$ cat src/rtl/pipe_chain.sv
`default_nettype none
// ============================================================================
// Module   : pipe_chain
// Purpose  : Elastic register chain of DEPTH stages carrying WIDTH-bit
//            payloads with per-stage valid bits and a valid/ready handshake
//            on both ends. Empty stages absorb data even while the output is
//            stalled, so bubbles collapse toward the output.
// Ports    : Clk        - clock, all state changes on the rising edge
//            Reset      - synchronous active-high reset, clears everything
//            flush      - discard all contents at the next edge
//            in_valid   - upstream presents in_data
//            in_data    - upstream payload
//            in_ready   - chain accepts in_data this cycle
//            out_valid  - last stage holds valid data
//            out_data   - last-stage payload
//            out_ready  - downstream consumes out_data this cycle
//            count      - number of valid stages (registered)
//            empty      - count == 0
//            full       - count == DEPTH
// Revision : 1.0 - initial release
// ============================================================================
module pipe_chain #(
    parameter int WIDTH        = 32,
    parameter int DEPTH        = 2,
    parameter int ZERO_BUBBLES = 1
) (
    input  logic                       Clk,
    input  logic                       Reset,
    input  logic                       flush,
    input  logic                       in_valid,
    input  logic [WIDTH-1:0]           in_data,
    output logic                       in_ready,
    output logic                       out_valid,
    output logic [WIDTH-1:0]           out_data,
    input  logic                       out_ready,
    output logic [$clog2(DEPTH+1)-1:0] count,
    output logic                       empty,
    output logic                       full
);

    localparam int                 c_CNT_W     = $clog2(DEPTH + 1);
    localparam logic [c_CNT_W-1:0] c_CNT_ONE   = c_CNT_W'(1);
    localparam logic [c_CNT_W-1:0] c_DEPTH_CNT = c_CNT_W'(DEPTH);

    logic [DEPTH-1:0]   r_valid;
    logic [WIDTH-1:0]   r_data [DEPTH];
    logic [c_CNT_W-1:0] r_count;

    logic [DEPTH-1:0]   w_adv;
    logic               w_accept;
    logic               w_consume;

    // A stage may advance when the output is being drained or when any
    // stage at or beyond it is empty; this is the ready chain unrolled
    // from the output side so each bit is a simple OR of a running term.
    always_comb begin
        logic w_hole;
        w_adv  = '0;
        w_hole = 1'b0;
        for (int i = DEPTH - 1; i >= 0; i--) begin
            w_hole   = w_hole | ~r_valid[i];
            w_adv[i] = out_ready | w_hole;
        end
    end

    assign in_ready  = w_adv[0] & ~flush;
    assign w_accept  = in_valid & in_ready;
    assign w_consume = r_valid[DEPTH-1] & out_ready;

    always_ff @(posedge Clk) begin
        if (Reset) begin
            r_valid <= '0;
            r_count <= '0;
            for (int i = 0; i < DEPTH; i++) begin
                r_data[i] <= '0;
            end
        end else if (flush) begin
            r_valid <= '0;
            r_count <= '0;
            if (ZERO_BUBBLES != 0) begin
                for (int i = 0; i < DEPTH; i++) begin
                    r_data[i] <= '0;
                end
            end
        end else begin
            // Stage 0 takes the input side; data only moves when a real
            // transfer happens, so in_data seen while not ready is ignored.
            if (w_adv[0]) begin
                r_valid[0] <= w_accept;
                if (w_accept) begin
                    r_data[0] <= in_data;
                end else if (ZERO_BUBBLES != 0) begin
                    r_data[0] <= '0;
                end
            end

            for (int i = 1; i < DEPTH; i++) begin
                if (w_adv[i]) begin
                    r_valid[i] <= r_valid[i-1];
                    if (r_valid[i-1]) begin
                        r_data[i] <= r_data[i-1];
                    end else if (ZERO_BUBBLES != 0) begin
                        r_data[i] <= '0;
                    end
                end
            end

            // Internal shifts preserve the number of items; only the
            // boundary transfers change the occupancy.
            if (w_accept && !w_consume) begin
                r_count <= r_count + c_CNT_ONE;
            end else if (!w_accept && w_consume) begin
                r_count <= r_count - c_CNT_ONE;
            end
        end
    end

    assign out_valid = r_valid[DEPTH-1];
    assign out_data  = r_data[DEPTH-1];
    assign count     = r_count;
    assign empty     = (r_count == '0);
    assign full      = (r_count == c_DEPTH_CNT);

endmodule
`default_nettype wire
$ cat config.mk
export PLATFORM = sky130hd
export DESIGN_NAME = pipe_chain
export DESIGN_NICKNAME = d
export VERILOG_FILES = /design/src/rtl/pipe_chain.sv
export SDC_FILE = /design/constraint.sdc
export NUM_CORES = 1
export LEC_CHECK = 0
export BUFFER_PORTS_ARGS = -buffer_cell sky130_fd_sc_hd__clkbuf_2
export CAP_MARGIN = 10
export CORE_MARGIN = 4
export CORE_UTILIZATION = 51
export DETAILED_ROUTE_END_ITERATION = 8
export PLACE_DENSITY = 0.9
export SLEW_MARGIN = 20
export SYNTH_ARGS = -nofsm -noshare
export SYNTH_HDL_FRONTEND = slang
export SYNTH_SLANG_ARGS = --single-unit
$ cat constraint.sdc
create_clock -name Clk -period 3.05 [get_ports Clk]
set_input_delay 0.61 -clock Clk [delete_from_list [all_inputs] [get_ports Clk]]
set_output_delay 0.61 -clock Clk [all_outputs]
set_load 0.03 [all_outputs]
### Word level (Yosys, flattened, before mapping)

Memory sizes are Yosys's and may differ from the RTL's.
Cells that the tools add are included.

* flip-flop bits (word level): 4
* output and inout bits: 38
* latch bits: 0
* RAM bits: 64
* input bits: 37
* ROM bits: 0
* memories kept: 1

Memory list
* r_data: depth 2, width 32, read ports 2, clocked after memory_dff 0, wr ports 2, RTL line 46 `logic [WIDTH-1:0] r_data [DEPTH];`

* shift operators: 0
* add/subtract/negate cells: 2
* muxes and demuxes: 33
* $lt $le $gt $ge: 0
* reductions and logical operators: 7
* equal/unequal tests: 1
* multiply operators: 0
* divide/modulo/power cells: 0
* bitwise operators: 15

Operators with widths (number)
* 32-bit two-way mux: 6
* 1-bit two-way mux: 25
* 1-bit bitwise OR: 9
* 2-bit two-way mux: 2
* 1-bit AND: 3
* 1-bit NOT: 3
* 2-bit by 1-bit adder with 2-bit output (second input constant): 1
* 2-bit == test (second input constant): 1
* 1-bit logical AND: 2
* 1-bit logical NOT: 2
* 2-bit logical NOT: 1
* 2-bit nonzero test: 1
* 2-bit OR reduction: 1
* 2-bit by 1-bit subtractor with 2-bit output (second input constant): 1

### Longest topological paths before layout

* depth after elaboration: 12
* gate-level depth with buffers: 8

### Least setup slack after synthesis

No wires, ideal clock.

* path type: input to register
* start point: input out_ready
* end point: memory r_data[0][0] (enable)
* stages on the path: 4
* data arrival time: 1.852 ns
* slack: 0.637 ns
* setup time: 0.561 ns
* data required time: 2.489 ns
* buffers on the path: 2
* cells stage by stage: nor2b_1 buf_2 buf_2 nand3_1

RTL lines
* start: declaration: RTL line 35 `input logic out_ready,`
* end: declaration: RTL line 46

### Final worst setup path

* start point: register r_valid[0]
* end point: output in_ready

* longest elaborated chain between the ends: 4

Ends and longest elaborated chain
* start: declaration: RTL line 45 `logic [DEPTH-1:0] r_valid;`
* start signal: assignment: RTL line 89 `r_valid[0] <= w_accept;`
* start signal: indexed assignment: RTL line 99 `r_valid[i] <= r_valid[i-1];`
* 1-bit NOT: RTL line 61 `w_hole = w_hole | ~r_valid[i];`
* 1-bit bitwise OR: RTL line 61
* 1-bit bitwise OR: RTL line 62 `w_adv[i] = out_ready | w_hole;`
* 1-bit AND: RTL line 66 `assign in_ready = w_adv[0] & ~flush;`
* end: declaration: RTL line 32 `output logic in_ready,`

Every way passes these cells.

==> key figures <==
Place
  – Pre-CTS setup slack: 0.885 ns
  – Inst Count DP: 365
  – HPWL after detailed placement: 3430 um
  – Port Buf Inserts: 74
  – GPL Wtd Cong: 0.709

Route
  – Post-DR wirelength/cell: 13.7 um
  – Post-DR vias/cell: 5.01
  – Drt initial violations: 128
  – Drt pass-1 iters: 5
  – DRC: 0
  – Vias: 1,910
  – WL final: 5240 um
  – Detail Route Antenna Nets: 0

CTS
  – Cts bufs inserted: 9
  – H-tree depth: 3
  – Post-CTS Resized: 0
  – Number of clock sinks: 68
  – Worst-path clk slew: 0.07 ns
  – Worst-Skew Late Latency: 0.34 ns
  – CTS hold repair buffers: 0
  – Clock Tree Buf Depth: 2
  – Post-CTS Setup Bufs: 0
  – Root Buffer: clkbuf_8
  – CTS tree: yes

Power
  – Internal: 1.28 mW
  – Comb pwr share: 4.6%
  – PD cells: 529 nW/um2
  – Leakage: 1.29 nW
  – Power Total: 1.65 mW
  – Psw: 0.376 mW
  – Worst vdd ir: 0.313 mV
  – Clk network pwr share: 36.6%
  – Sw frac: 22.7%
  – Sequential share of power: 58.8%

Die
  – FP Rows: 25
  – Die Y: 78.7 um
  – Initial Util: 53.3%
  – Die W: 78.7 um
  – Die area: 6200 um2
  – I/O pin cnt: 75
  – Total core area: 4790 um2

Timing
  – Final Hold Viols: 0
  – FMAX: 455 MHz
  – Count of final setup violators: 0
  – Skew final: 0.00752 ns
  – Final worst path period share: 72.1%
  – Setup TNS: 0 ns
  – Max-slew headroom: 38.0%
  – Fin worst setup slack: 0.850 ns
  – RSZ-0062 raised after global routing: false
  – Worst Max-Slew Pin Slew: 0.927 ns
  – Slew Limit Fails: 0
  – Min cycle time layout: 2.20 ns

Synthesis
  – Area share of the largest cell type after synthesis: 37.7%
  – Sequential area share after synthesis: 65.9%
  – Flops & latches, synth: 68
  – Cell taking the most area after synthesis: edfxtp_1
  – Dominant cells by area after synthesis: edfxtp_1, dfxtp_1, and2_1, a21oi_1, nand3_1
  – Syn Area/Cell: 10.8 um2
  – Count of different cell masters after synthesis: 21
  – Mapped Nets: 275
  – Mapped cell area: 2550 um2
  – Gate Count Post-Synth: 237
  – Ys Warns: 0

Worst setup path
  – CP max FO: 21
  – Worst endpoint required time: 2.44 ns
  – Cell Chain, Critical Path: a21oi_1, clkbuf_2
  – Crit-path slowest cell: dfxtp_1
  – Crit. End Element: output port
  – Max stage delay on crit path: 0.85 ns
  – Arrival @ worst endpoint: 1.59 ns
  – Critical path startpoint category: flop
  – WS Path Type: flop to output port

Layout
  – Area Growth Syn to Fin: 22.6%
  – Antenna Cells: 0
  – Commonest non-fill, non-tap cell in the layout: clkbuf_2
  – Final cell count without fillers: 381
  – Nets: 347
  – Share of cells above drive strength 1: 30.3%
  – Most frequent cells in the layout: clkbuf_2, dfxtp_1, a21oi_1

GRT
  – Grt total ovfl: 0
  – Global-route wire length before repair: 8310 um
  – Largest net degree at the start of global routing: 37
  – Initial antenna violation count: 0
  – Total Routing Usage GR: 17.8%
  – Vias in the first global route: 1,870

Flow run
  – Max-Cap Viols: 0

Hold path
  – Hold WC Path Type: flop to flop

Run status
  – Status: finished, final reports clean
==> cell families after synthesis <==
group / count (synthesis) / share of synthesized area (%)
adder cells (fa/ha/maj): 1 / 0.491
flip-flops: 68 / 65.9
AND/OR/NAND/NOR: 110 / 21.5
buffers and inverters: 19 / 3.48
AO/OA/AOI/OAI: 37 / 7.85
XOR/XNOR: 2 / 0.687
==> sequential cells by signal, summed over array words and instances (netlist names) <==
signal   count
count        2
r_data      64
r_valid      2
==> worst paths after layout <==
kind | startpoint | to | slack (ns) | depth (start not counted)
setup / recovery | r_valid[0] | in_ready | 0.85 | 2
hold / removal | r_data[1][31] | r_data[1][31] | 0.45 | 2
setup reg to reg | r_valid[0] | count[1] | 0.92 | 5
hold reg to reg | r_data[1][31] | r_data[1][31] | 0.45 | 2
==> cell usage after synthesis (all sizes together) <==
master and count:
ha 1, nand2 33, nor2 6, nor2b 2, a21oi 35, a211oi 1, xor2 2, or3 1
buf 8, dfxtp 36, inv 1, nand3 33, and2 33, edfxtp 32, clkbuf 10, or2 1
o21ai 1, nand2b 1
==> per-layer routing <==
| layer | up-vias | track usage [%] | share of wire, % |
|---|---|---|---|
| li1 | 950 | - | - |
| met1 | 893 | 20.7 | 42 |
| met2 | 61 | 29.3 | 49 |
| met3 | 6 | 7.26 | 7.5 |
| met4 | 0 | 6.82 | 0.97 |
| met5 | - | 0 | 0 |
==> metrics by stage <==
| step | hold WS [ns] | util [%] | instance area (um2) |
|---|---|---|---|
| 5_1_grt | 0.477 | 65.3 | 3130 |
| 4_1_cts | 0.454 | 65.3 | 3130 |
| 6_report | 0.452 | 65.3 | 3130 |
| 2_1_floorplan | 0.519 | - | 2550 |
| 3_3_place_gp | 0.438 | 62.0 | 2970 |
| 3_5_place_dp | 0.446 | 62.0 | 2970 |
==> power by group through the flow <==
stage | registers, mW | logic, mW | clock network [mW]
floorplan | 0.992 | 0.0414 | 0
global placement | 0.992 | 0.0751 | 0
detailed placement | 0.993 | 0.0767 | 0
CTS | 0.972 | 0.0769 | 0.616
global route | 0.973 | 0.0839 | 0.664
finish | 0.973 | 0.0762 | 0.606
==> cell type report <==
| class | instances | area, um2 |
|---|---|---|
| flip-flops and latches | 68 | 1680 |
| clock buffers | 9 | 124 |
| inverters | 1 | 3.75 |
| repair buffers | 79 | 408 |
| well taps | 67 | 83.8 |
| fillers | 395 | 1660 |
| multi-input cells | 150 | 792 |
| clock inverters | 7 | 33.8 |
==> critical path: cells and delay by family (launching register included) <==
kind / cells / cell delay (ns)
AOI/OAI and AO/OA: 1 / 0.17
buffers and inverters: 1 / 0.23
DFF: 1 / 0.85
(Power assumes the default switching activity.)
